**src/rtl/ecdh_seq.sv**
```systemverilog
// ecdh_seq: host-stream sequencer that loads operands, runs one scalar multiplication and streams back the result
module ecdh_seq #(
    parameter int            BW      = 192,
    parameter int            IO_W    = 32,
    parameter logic [BW-1:0] GEN_X   = 192'h188DA80EB03090F67CBF20EB43A18800F4FF0AFD82FF1012,
    parameter logic [BW-1:0] GEN_Y   = 192'h07192B95FFC8DA78631011ED6B24CDD573F977A11E794811,
    parameter int            TIMEOUT = 2**20
) (
    input  logic            clk,
    input  logic            rst_n,
    input  logic            cmd_valid,
    input  logic            cmd_op,
    output logic            cmd_ready,
    input  logic            in_valid,
    input  logic [IO_W-1:0] in_data,
    output logic            in_ready,
    output logic            out_valid,
    output logic [IO_W-1:0] out_data,
    output logic            out_last,
    input  logic            out_ready,
    output logic            done,
    output logic [1:0]      status,
    output logic            mul_start,
    output logic [BW-1:0]   mul_k,
    output logic [BW-1:0]   mul_Px,
    output logic [BW-1:0]   mul_Py,
    input  logic [BW-1:0]   mul_Qx,
    input  logic [BW-1:0]   mul_Qy,
    input  logic            mul_valid
);
    localparam int W  = BW / IO_W;
    localparam int CW = $clog2(3 * W + 1);
    localparam int TW = $clog2(TIMEOUT) + 1;

    typedef enum logic [2:0] {IDLE, LOAD, CHECK, START, WAIT, OUT, FIN} state_t;

    state_t          r_state, w_next;
    logic            r_op;
    logic [CW-1:0]   r_wcnt;
    logic [TW-1:0]   r_tcnt;
    logic [1:0]      r_status;
    logic [3*BW-1:0] r_opd;
    logic [2*BW-1:0] r_res;
    logic [BW-1:0]   r_k, r_px, r_py;
    logic [BW-1:0]   w_k;
    logic            w_load_end, w_out_end, w_to;

    assign w_k        = r_op ? r_opd[3*BW-1 -: BW] : r_opd[BW-1:0];
    assign w_load_end = r_wcnt == (r_op ? CW'(3 * W - 1) : CW'(W - 1));
    assign w_out_end  = r_wcnt == (r_op ? CW'(W - 1) : CW'(2 * W - 1));
    assign w_to       = r_tcnt == TW'(TIMEOUT - 2);
    assign status     = r_status;
    assign mul_k      = r_k;
    assign mul_Px     = r_px;
    assign mul_Py     = r_py;
    assign out_data   = r_res[2*BW-1 -: IO_W];

    always_comb begin
        w_next    = r_state;
        cmd_ready = 1'b0;
        in_ready  = 1'b0;
        out_valid = 1'b0;
        out_last  = 1'b0;
        mul_start = 1'b0;
        done      = 1'b0;
        case (r_state)
            IDLE: begin
                cmd_ready = 1'b1;
                w_next    = cmd_valid ? LOAD : IDLE;
            end
            LOAD: begin
                in_ready = 1'b1;
                w_next   = (in_valid && w_load_end) ? CHECK : LOAD;
            end
            CHECK: w_next = (w_k == '0) ? FIN : START;
            START: begin
                mul_start = 1'b1;
                w_next    = WAIT;
            end
            WAIT: w_next = mul_valid ? OUT : (w_to ? FIN : WAIT);
            OUT: begin
                out_valid = 1'b1;
                out_last  = w_out_end;
                w_next    = (out_ready && w_out_end) ? FIN : OUT;
            end
            FIN: begin
                done   = 1'b1;
                w_next = IDLE;
            end
            default: w_next = IDLE;
        endcase
    end

    always_ff @(posedge clk) begin
        if (!rst_n) begin
            r_state  <= IDLE;
            r_op     <= 1'b0;
            r_wcnt   <= '0;
            r_tcnt   <= '0;
            r_status <= 2'd0;
        end else begin
            r_state <= w_next;
            case (r_state)
                IDLE: if (cmd_valid) begin
                    r_op     <= cmd_op;
                    r_status <= 2'd0;
                    r_wcnt   <= '0;
                end
                LOAD: if (in_valid) r_wcnt <= r_wcnt + 1'b1;
                CHECK: if (w_k == '0) r_status <= 2'd1;
                START: r_tcnt <= '0;
                WAIT: begin
                    r_tcnt <= r_tcnt + 1'b1;
                    if (mul_valid) r_wcnt <= '0;
                    else if (w_to) r_status <= 2'd2;
                end
                OUT: if (out_ready) r_wcnt <= r_wcnt + 1'b1;
                default: ;
            endcase
        end
    end

    always_ff @(posedge clk) begin
        if (r_state == LOAD && in_valid) r_opd <= {r_opd[3*BW-IO_W-1:0], in_data};
        if (r_state == CHECK) begin
            r_k  <= w_k;
            r_px <= r_op ? r_opd[2*BW-1 -: BW] : GEN_X;
            r_py <= r_op ? r_opd[BW-1:0] : GEN_Y;
        end
        if (rst_n && r_state == WAIT && mul_valid) r_res <= {mul_Qx, mul_Qy};
        else if (r_state == OUT && out_ready) r_res <= {r_res[2*BW-IO_W-1:0], {IO_W{1'b0}}};
    end
endmodule

```
**config.mk**
```make
export PLATFORM = sky130hd
export DESIGN_NAME = ecdh_seq
export DESIGN_NICKNAME = d
export VERILOG_FILES = /design/src/rtl/ecdh_seq.sv
export SDC_FILE = /design/constraint.sdc
export NUM_CORES = 1
export LEC_CHECK = 0
export ABC_AREA = 0
export CAP_MARGIN = 40
export CORE_AREA = 2 2 410 412
export CTS_BUF_LIST = sky130_fd_sc_hd__clkbuf_2
export CTS_CLUSTER_SIZE = 16
export DETAILED_ROUTE_END_ITERATION = 10
export DIE_AREA = 0 0 412 414
export SYNTH_ARGS = -nofsm -noshare
export SYNTH_HDL_FRONTEND = slang
export SYNTH_SLANG_ARGS = --single-unit
```
**constraint.sdc**
```tcl
create_clock -name clk -period 35.5 [get_ports clk]
set_clock_uncertainty 0.15 [all_clocks]
set_input_delay 7.1 -clock clk [delete_from_list [all_inputs] [get_ports clk]]
set_output_delay 7.1 -clock clk [all_outputs]
set_load 0.03 [all_outputs]
```
==> impl_summary.txt, run 1 <==
----------------------------------------------------
[Status]
  Outcome ... finished clean

[Final layout]
  Area added between synthesis and finish ... 28.7%
  Total Nets Final ... 4793
  Layout cell share with drive strength beyond 1 ... 0.267

[GRT]
  Largest net degree at the start of global routing ... 144
  Overall Global Routing Usage ... 0.230
  Antenna violations before repair ... 56
  Total grt overflow ... 0
  Via count of the first global-routing pass ... approximately 33000
  Global-route wire length before repair ... approximately 270000 µm

[Routing]
  ANT nets after route ... 0
  Via density per instance ... 4.97
  Total number of vias ... 34000
  Average wire per standard cell ... 29.6 µm
  Remaining design rule violation count ... 0
  Routed Wire Length ... 202000 µm
  Initial DRC Count ... 3538
  DR pass1 iterations ... 7

[Pwr]
  Leak pwr ... 23.8 nW
  Logic pwr share ... 0.034
  Power per cell area ... 45.3 nW/µm²
  Switching Power ... 0.831 mW
  Clock Power Share ... 0.352
  Worst ir drop on vdd ... 0.0000328 V
  Switching portion of total power ... 0.245
  Internal power ... 2.56 mW
  Relative contribution of sequential cells to total power ... 0.613

[Synth]
  Fraction of synthesized cell area taken by the top area cell type ... 0.793
  Synth Area in XOR/XNOR ... 0.000753
  Fraction of registers with async set or reset after synthesis ... 0
  Synth Net Count ... 3421
  Cell with the most instances after synthesis ... edfxtp_1
  Flip-flop and latch count after synthesis ... approximately 1600
  Sequential area share after synthesis ... 0.804
  Post-Syn Area per Cell ... 19.4 µm²
  Post-synthesis instance area ... 58200 µm²
  Mux share of post-synthesis cell area ... 0.107
  Most instantiated flip-flop cell in the synthesis netlist ... edfxtp_1
  Yosys cell types ... 56
  Dominant combinational cell family by area after synthesis ... multiplexers
  Yosys warns ... 0
  Gate count of the mapped netlist ... 2994
  Cell taking the most area after synthesis ... edfxtp_1
  Number of flops mapped to enable cells by yosys ... 1536
  Compound-Gate Fraction of Synth Area ... 0.00664
  Share of synthesized cell area in full adder, half adder and majority cells ... 0.000860
  Top cells by count, synth ... 1536 x edfxtp_1, 544 x mux2_2, 241 x and2_1
  Most area-consuming cells after synthesis ... edfxtp_1 79%, mux2_2 11%, and2_1 2.6%
  Simple-gate area share of the yosys netlist ... 0.0687

[Critical path]
  Critical path startpoint ... r_op
  Capturing point of the worst reg2reg path ... r_res[218]
  Slack of the worst reg-to-reg path ... 30.71 ns
  Worst setup path endpoint ... out_last
  Crit Path Class ... flop to output port
  Worst flop-to-flop path startpoint ... r_state[2]
  Worst-path maximum fanout ... 41
  Endpoint type of the worst setup path ... output port
  Path depth of the worst reg2reg path ... 9
  Startpoint Class ... flop
  Worst EP arrival ... 4.18 ns
  Worst endpoint required time ... 28.25 ns

[STA]
  Final setup viols ... 0
  Final period demand of the worst path ... 11.43 ns
  Hold Fails Final Rpt ... 0
  Actual transition at the worst max-transition pin ... 1.24 ns
  Worst slew slack as a fraction of its limit ... 0.175
  Final Max Tran Viols ... 0
  Worst hold slack across all endpoints ... 0.195 ns
  Final TNS setup ... 0 ns
  Smallest setup slack after layout ... 24.07 ns
  RSZ-0062 raised after global routing ... no
  Final period utilization ... 0.322
  Fmax ... 87.5 MHz

[Floorplan]
  Die Span X ... 412 µm
  Die ar. ... 171000 µm²
  Area of the core region ... roughly 170000 µm²
  Y dimension of the die ... about 410 µm
  I/O pin count ... 1039
  Effective utilization at floorplan ... 0.350
  Std cell rows ... 150

[Clock tree]
  Library cell used as clock root buffer ... clkbuf_2
  CTS Hold Buffers Added ... 0
  Source-to-sink clock delay at the later pin of the worst-skew pair ... 1.89 ns
  Post-CTS setup repair buffer count ... 0
  Max clock buf depth ... 4
  H-tree level count ... 5
  TritonCTS Sinks ... between 1500 and 2000
  Total clock buffers created by CTS ... between 400 and 500
  Clock-pin transition on the worst setup and hold timing paths ... 0.11 ns
  CTS tree ... built
  Number of gates resized after CTS ... 0

[Placement]
  Final Wtd Congestion ... about 0.86
  Worst setup slack after placement ... 23.63 ns
  Port buffer count ... 1038
  HPWL reported at the end of detailed placement ... 149000 µm

[Run]
  Number of violations of the max-capacitance limit ... 0

[Worst hold path]
  Min-delay src ... r_opd[329]
  Path class of the lowest-slack min-delay path ... flop to flop

----------------------------------------------------
==> worst max-delay path, cell delays in order (launching register included) <==
cell	delay (ns)
dfxtp_4	0.71
inv_1	0.40
nor4b_1	0.44
o211a_1	0.20
clkdlybuf4s50_1	0.68
==> logic make-up after synthesis <==
kind of cell / Yosys count
XOR/XNOR: 5
AND/OR/NAND/NOR: 654
multiplexers: 552
AO/OA/AOI/OAI: 56
buffers and inverters: 155
flip-flops: 1568
adder cells (fa/ha/maj): 4
==> per-stage QoR <==
| step | instances | instance area [µm²] | power (mW) | utilization |
|---|---|---|---|---|
| finish | 6845 | 74900 | 3.39 | 0.450 |
| global route | 6833 | 74900 | 3.53 | 0.450 |
| CTS | 6822 | 74800 | 3.43 | 0.450 |
| detailed placement | 6153 | 71500 | 2.24 | 0.430 |
| global placement | 6128 | 71000 | 2.24 | 0.427 |
| floorplan | 2994 | 58200 | 2.16 | - |
==> placed cells by master, fill, tap and decap left out, drive strengths merged, types with 11 or more instances in the layout <==
master / n
buf: 59
diode: 23
nand4: 26
nor2: 23
nand2b: 190
mux2: 545
nor4: 93
and2: 241
o21ai: 11
nand2: 22
edfxtp: 1536
clkinv: 75
nand3: 17
dfxtp: 32
nor3: 11
clkdlybuf4s50: 1038
clkbuf: 587
==> power groups by stage <==
stage          logic, mW  clock network (mW)  registers [mW]
2_1_floorplan     0.0487                   0            2.12
3_3_place_gp       0.113                   0            2.12
3_5_place_dp       0.116                   0            2.12
4_1_cts            0.117                1.24            2.08
5_1_grt            0.124                1.33            2.08
6_report           0.116                1.20            2.08
==> metal layers <==
layer | vias to the layer above | track usage | share of wire
li1 | 14500 | - | -
met1 | 17400 | 0.321 | 0.43
met2 | 1764 | 0.343 | 0.45
met3 | 276 | 0.0695 | 0.092
met4 | 14 | 0.0769 | 0.026
met5 | - | 0 | 0.00037
==> final cells by class <==
type	count	area (µm²)
multi-input cells	1271	10700
diodes	23	57.6
clock buffers	587	2940
repair buffers	1103	11200
inverters	7	26.3
flip-flops and latches	1568	46800
well taps	2204	2760
clock inverters	82	392
fillers	14800	91400
==> state kept, by name (all words and copies together) (netlist names), 2 cells and up <==
name and count:
r_wcnt 5, r_state 3, r_tcnt 21, status 2, r_res 384, mul_k 192
r_opd 576, mul_Px 192, mul_Py 192
==> worst min path at each step <==
stage	endpoint	slack, ns	depth (start not counted)
4_1_cts	r_opd[361]	0.19	0
2_1_floorplan	r_opd[225]	0.27	0
5_1_grt	r_opd[361]	0.20	0
6_report	r_opd[361]	0.19	0
3_5_place_dp	r_opd[286]	0.28	0
3_3_place_gp	r_opd[291]	0.27	0
(Power assumes the default switching activity.)
==> run 2, diff against run 1 <==
clock period = 11.8 ns   (was 35.5 ns; I/O delays follow)
==> impl_summary.txt, run 2 (synthesis gave the netlist of run 1 again) <==
----------------------------------------------------
[Status]
  Outcome ... finished clean

[Routing]
  Initial DRC Count ... 3741
  Total number of vias ... 33800
  ANT nets after route ... 0
  Remaining design rule violation count ... 0
  Average wire per standard cell ... 29.5 µm
  DR pass1 iterations ... 5
  Routed Wire Length ... 203000 µm
  Via density per instance ... 4.92

[Critical path]
  Worst-path maximum fanout ... 44
  Endpoint type of the worst setup path ... output port
  Crit Path Class ... flop to output port
  Slack of the worst reg-to-reg path ... just over 7 ns
  Path depth of the worst reg2reg path ... 8
  Worst endpoint required time ... 9.29 ns
  Startpoint Class ... flop
  Worst EP arrival ... around 4.2 ns

[Pwr]
  Logic pwr share ... 0.033
  Switching portion of total power ... 0.244
  Switching Power ... between 2 and 3 mW
  Internal power ... slightly below 8 mW
  Leak pwr ... 23.9 nW
  Relative contribution of sequential cells to total power ... 0.602
  Worst ir drop on vdd ... around 0.00009 V
  Power per cell area ... 139 nW/µm²
  Clock Power Share ... 0.365

[Final layout]
  Most common cell after layout, fill and taps aside ... edfxtp_1
  Flip-flop count of the largest register after layout ... 576
  Area of all placed cells without fillers ... 75100 µm²
  Footprint of the flip-flops and latches ... 46800 µm²
  Commonest cells after routing, fill and taps aside ... 1536 x edfxtp_1, 1038 x clkdlybuf4s50_1, 590 x clkbuf_2, 544 x mux2_2, 240 x and2_1
  Area added between synthesis and finish ... 29.0%
  Total Nets Final ... 4788
  Number of filler instances in the final layout ... between 10000 and 15000
  Layout cell share with drive strength beyond 1 ... 0.268
  Most flops, register ... r_opd
  Multi-input gate area in the final layout ... 10700 µm²
  Registers with the highest flip-flop counts ... r_opd x576, r_res x384

[Floorplan]
  Die ar. ... ~170000 µm²
  Y dimension of the die ... between 400 and 500 µm
  Effective utilization at floorplan ... 0.350
  I/O pin count ... between 1000 and 1500
  Area of the core region ... 166000 µm²
  Std cell rows ... 150
  Die Span X ... 412 µm

[STA]
  RSZ-0062 raised after global routing ... no
  Worst slew slack as a fraction of its limit ... 0.170
  Final period utilization ... 0.567
  Hold Fails Final Rpt ... 0
  Fmax ... 149 MHz
  Final setup viols ... 0
  Actual transition at the worst max-transition pin ... 1.24 ns
  Final period demand of the worst path ... 6.69 ns
  Smallest setup slack after layout ... 5.11 ns
  Final TNS setup ... 0 ns
  Final Max Tran Viols ... 0

[Clock tree]
  CTS Hold Buffers Added ... 0
  Clock-pin transition on the worst setup and hold timing paths ... 0.11 ns
  H-tree level count ... 5
  Post-CTS setup repair buffer count ... 0
  Number of gates resized after CTS ... 0
  Max clock buf depth ... 4
  CTS tree ... built
  Total clock buffers created by CTS ... 415
  Library cell used as clock root buffer ... clkbuf_2
  Source-to-sink clock delay at the later pin of the worst-skew pair ... 1.90 ns
  TritonCTS Sinks ... 1568

[GRT]
  Layer with the highest usage after global routing ... met2
  Met3 capacity usage during global routing ... 0.0735
  Total grt overflow ... 0
  Met2 capacity usage during global routing ... 0.334
  Largest net degree at the start of global routing ... 171
  Antenna violations before repair ... 58
  Via count of the first global-routing pass ... 33300
  Overall Global Routing Usage ... 0.231
  Met1 track demand over resource ... 0.320
  Global-route wire length before repair ... approximately 270000 µm

[Worst hold path]
  Path class of the lowest-slack min-delay path ... flop to flop
  Cell depth of the worst hold path ... 1

[Placement]
  Final Wtd Congestion ... 0.874
  Worst setup slack after placement ... 5.06 ns
  HPWL reported at the end of detailed placement ... 149000 µm
  Port buffer count ... 1038
  Placed Area ... 71400 µm²

[Run]
  Number of violations of the max-capacitance limit ... 0

----------------------------------------------------
## run 2: changes by cell type in the layout (fill, tap and decap cells not counted), sizes merged
cell	change
buf	-9
bufinv	+6
clkbuf	+3
clkdlybuf4s15	+4
clkinv	+23
clkinvlp	-1
diode	+4
inv	+2
## run 2: power by group through the flow
stage                     registers [mW]  logic (mW)  clock network (mW)
after floorplan                     6.34       0.147                   0
after global placement              6.39       0.338                   0
after detailed placement            6.39       0.347                   0
after CTS                           6.26       0.349                3.93
after global routing                6.27       0.370                4.20
final                               6.26       0.348                3.80
## run 2: final timing paths
kind,endpoint,startpoint
max,out_last,r_op
min reg2reg,r_res[211],r_res[179]
max reg2reg,status[1],r_op
min,r_res[211],r_res[179]
## run 2: worst max-delay path, cell delays in order, from the launching register on
cell             delay [ns]
dfxtp_4                0.71
inv_1                  0.38
nor4b_1                0.44
o211a_1                0.19
clkdlybuf4s50_1        0.73
## run 2: cell type report
cell class / instances / share of cell area
well taps: 2204 / 0.0367
repair buffers: 1098 / 0.148
diodes: 27 / 0.000900
multi-input cells: 1271 / 0.143
flip-flops and latches: 1568 / 0.623
inverters: 7 / 0.000350
clock inverters: 112 / 0.00888
clock buffers: 590 / 0.0393
## run 2: stage by stage
stage                     hold slack, ns  power [mW]  instances   util
after floorplan                    0.267        6.48       2994      -
after global placement             0.272        6.73       6124  0.427
after detailed placement           0.275        6.73       6148  0.429
after CTS                          0.236        10.5       6850  0.451
after global routing               0.235        10.8       6862  0.451
final                              0.221        10.4       6877  0.451
## run 2: layer usage
| metal | up-vias | wire, µm |
|---|---|---|
| li1 | 14500 | - |
| met2 | 1726 | 89800 |
| met5 | - | 86 |
| met4 | 12 | 7040 |
| met1 | 17200 | 86600 |
| met3 | 316 | 19100 |
==> RTL edit (config.mk and constraints of run 2) <==
Encoding of `state_t`: now one-hot (7 bits for 7 states).
--- a/src/rtl/ecdh_seq.sv
+++ b/src/rtl/ecdh_seq.sv
@@ -33,5 +33,5 @@
     localparam int TW = $clog2(TIMEOUT) + 1;
 
-    typedef enum logic [2:0] {IDLE, LOAD, CHECK, START, WAIT, OUT, FIN} state_t;
+    typedef enum logic [6:0] {IDLE = 7'b0000001, LOAD = 7'b0000010, CHECK = 7'b0000100, START = 7'b0001000, WAIT = 7'b0010000, OUT = 7'b0100000, FIN = 7'b1000000} state_t;
 
     state_t          r_state, w_next;
Behaviour: no difference found for any inputs over 4 cycles, from zero or initial values and one cycle with rst_n low; so few cycles prove little.
==> RTL edit against run 2 <==
  * Global-route usage up 0.59 points
  * Worst setup slack improved by 0.029 ns
  * Critical path depth unchanged
  * Cell area barely moved
  * Area after synthesis grew 0.81%
  * Final cell count is 10% higher
  * Power decreased by 2.3%
  * Sequential cell count up 4
  * Core utilization hardly changed
  * Count of clock-buffer cells in the layout fell by 9
  * Wire length grew 2.6%
  * Critical path type unchanged
  * Critical endpoint is now mul_start
  * Largest cell class unchanged
  * Highest routed layer unchanged
==> RTL edit: results (changes against run 2) <==
relSlewSlack: 0.150  # was 0.170
outcome: "complete, no violations"  # unchanged
arrival_ns: 4.15  # was 4.18 ns
whs_ns: 0.143  # was 0.221 ns
drive_gt1_frac: 0.162  # was 0.268
clk_latency_ns: 1.94  # was 1.90 ns
use_met3: 0.0680  # was 0.0735
grt_pass1_wl_mm: 278  # was 268 mm
endpoint: "mul_start"  # was out_last
largestRegisters: "r_opd x576, r_res x384"  # unchanged
peakVddDrop_uv: 91.7  # was 89.0 uV
fin_nets: 5499  # was 4788
grt_util_met2: 0.371  # was 0.334
cp_max_fo: 13  # was 44
synth_fp_nets: 4184  # was 3421
place_area_sq_um: 71500  # was 71400 sq um
htreeDepth: 5  # unchanged
antenna_found_initial: 43  # was 58
clk_pin_slew_ns: 0.13  # was 0.11 ns
r2r_end: "r_res[319]"  # was status[1]
grtUsageMet1: 0.313  # was 0.320
dp_cells: 6863  # was 6148
ff2ff_path_depth: 5  # was 8
wl_per_cell_um: 27.4  # was 29.5 um
grt_use_total: 0.237  # was 0.231
ys_seq_area_frac: 0.799  # was 0.804
reg2reg_slack_ns: 7.16  # was 7.18 ns
wl_mm: 208  # was 203 mm
num_vias: 37100  # was 33800
initialDrtViolationCount: 4041  # was 3741
grt_max_degree: 205  # was 171
grt_pass1_vias: 35900  # was 33300
leakage_nw: 26.0  # was 23.9 nW
cpPeakStageDelay_ns: 0.71  # was 0.73 ns
cts_buffers: 411  # was 415
synth_top_cells_by_count: "edfxtp_1 (1536), nand2_1 (1084), and2_1 (246)"  # was edfxtp_1 (1536), mux2_2 (544), and2_1 (241)
critPathSlowestCell: "clkdlybuf4s50_1"  # unchanged
hpwlAfterDp_mm: 153  # was 149 mm
cts_resized: 0  # unchanged
RTL edit: cell families (layout without fill, tap and decap cells):
kind of cell               Yosys count  count (layout)  synth area share
AOI/OAI and AO/OA                   55              55           0.00601
buffers and inverters              193            1799            0.0177
DFF                               1572            1572             0.799
muxes                              195             195            0.0374
and+or+nand+nor                   1733            1733             0.139
adders and majority gates            4               4          0.000853
other                                0              25                 0
xor gates and xnor gates             5               5          0.000747
RTL edit: layout make-up:
type                    count  area (sq um)
fillers                 15300         91200
flip-flops and latches   1572         46800
repair buffers           1088         11000
multi-input cells        1992         10800
clock buffers             581          2910
well taps                2204          2760
clock inverters           123           613
diodes                     25          62.6
inverters                   7          30.0
RTL edit: worst min-delay path by stage:
stage / start / to / depth (start not counted)
CTS: r_opd[516] / r_opd[548] / 0
finish: r_opd[516] / r_opd[548] / 0
global route: r_opd[516] / r_opd[548] / 0
floorplan: r_opd[193] / r_opd[225] / 0
global placement: r_opd[193] / r_opd[225] / 0
detailed placement: r_opd[215] / r_opd[247] / 0
RTL edit: through the flow:
step                utilization  worst slack (ns)
floorplan                     -              1.85
global placement          0.428              5.28
detailed placement        0.430              5.72
CTS                       0.451              4.84
global route              0.452              4.70
finish                    0.452              5.14
RTL edit: routing by layer:
metal / vias up / share of wire
li1: 16400 / -
met1: 18500 / 0.41
met2: 1831 / 0.47
met3: 336 / 0.091
met4: 16 / 0.031
met5: - / 0.00049
RTL edit: power by group:
group | total [W] | leakage (nW) | internal (W) | switching, W
Clock | 0.00370 | 2.71 | 0.00143 | 0.00227
Sequential | 0.00614 | 13.9 | 0.00609 | 0.0000433
Combinational | 0.000332 | 9.37 | 0.000200 | 0.000132
Total | 0.0102 | 26.0 | 0.00772 | 0.00245
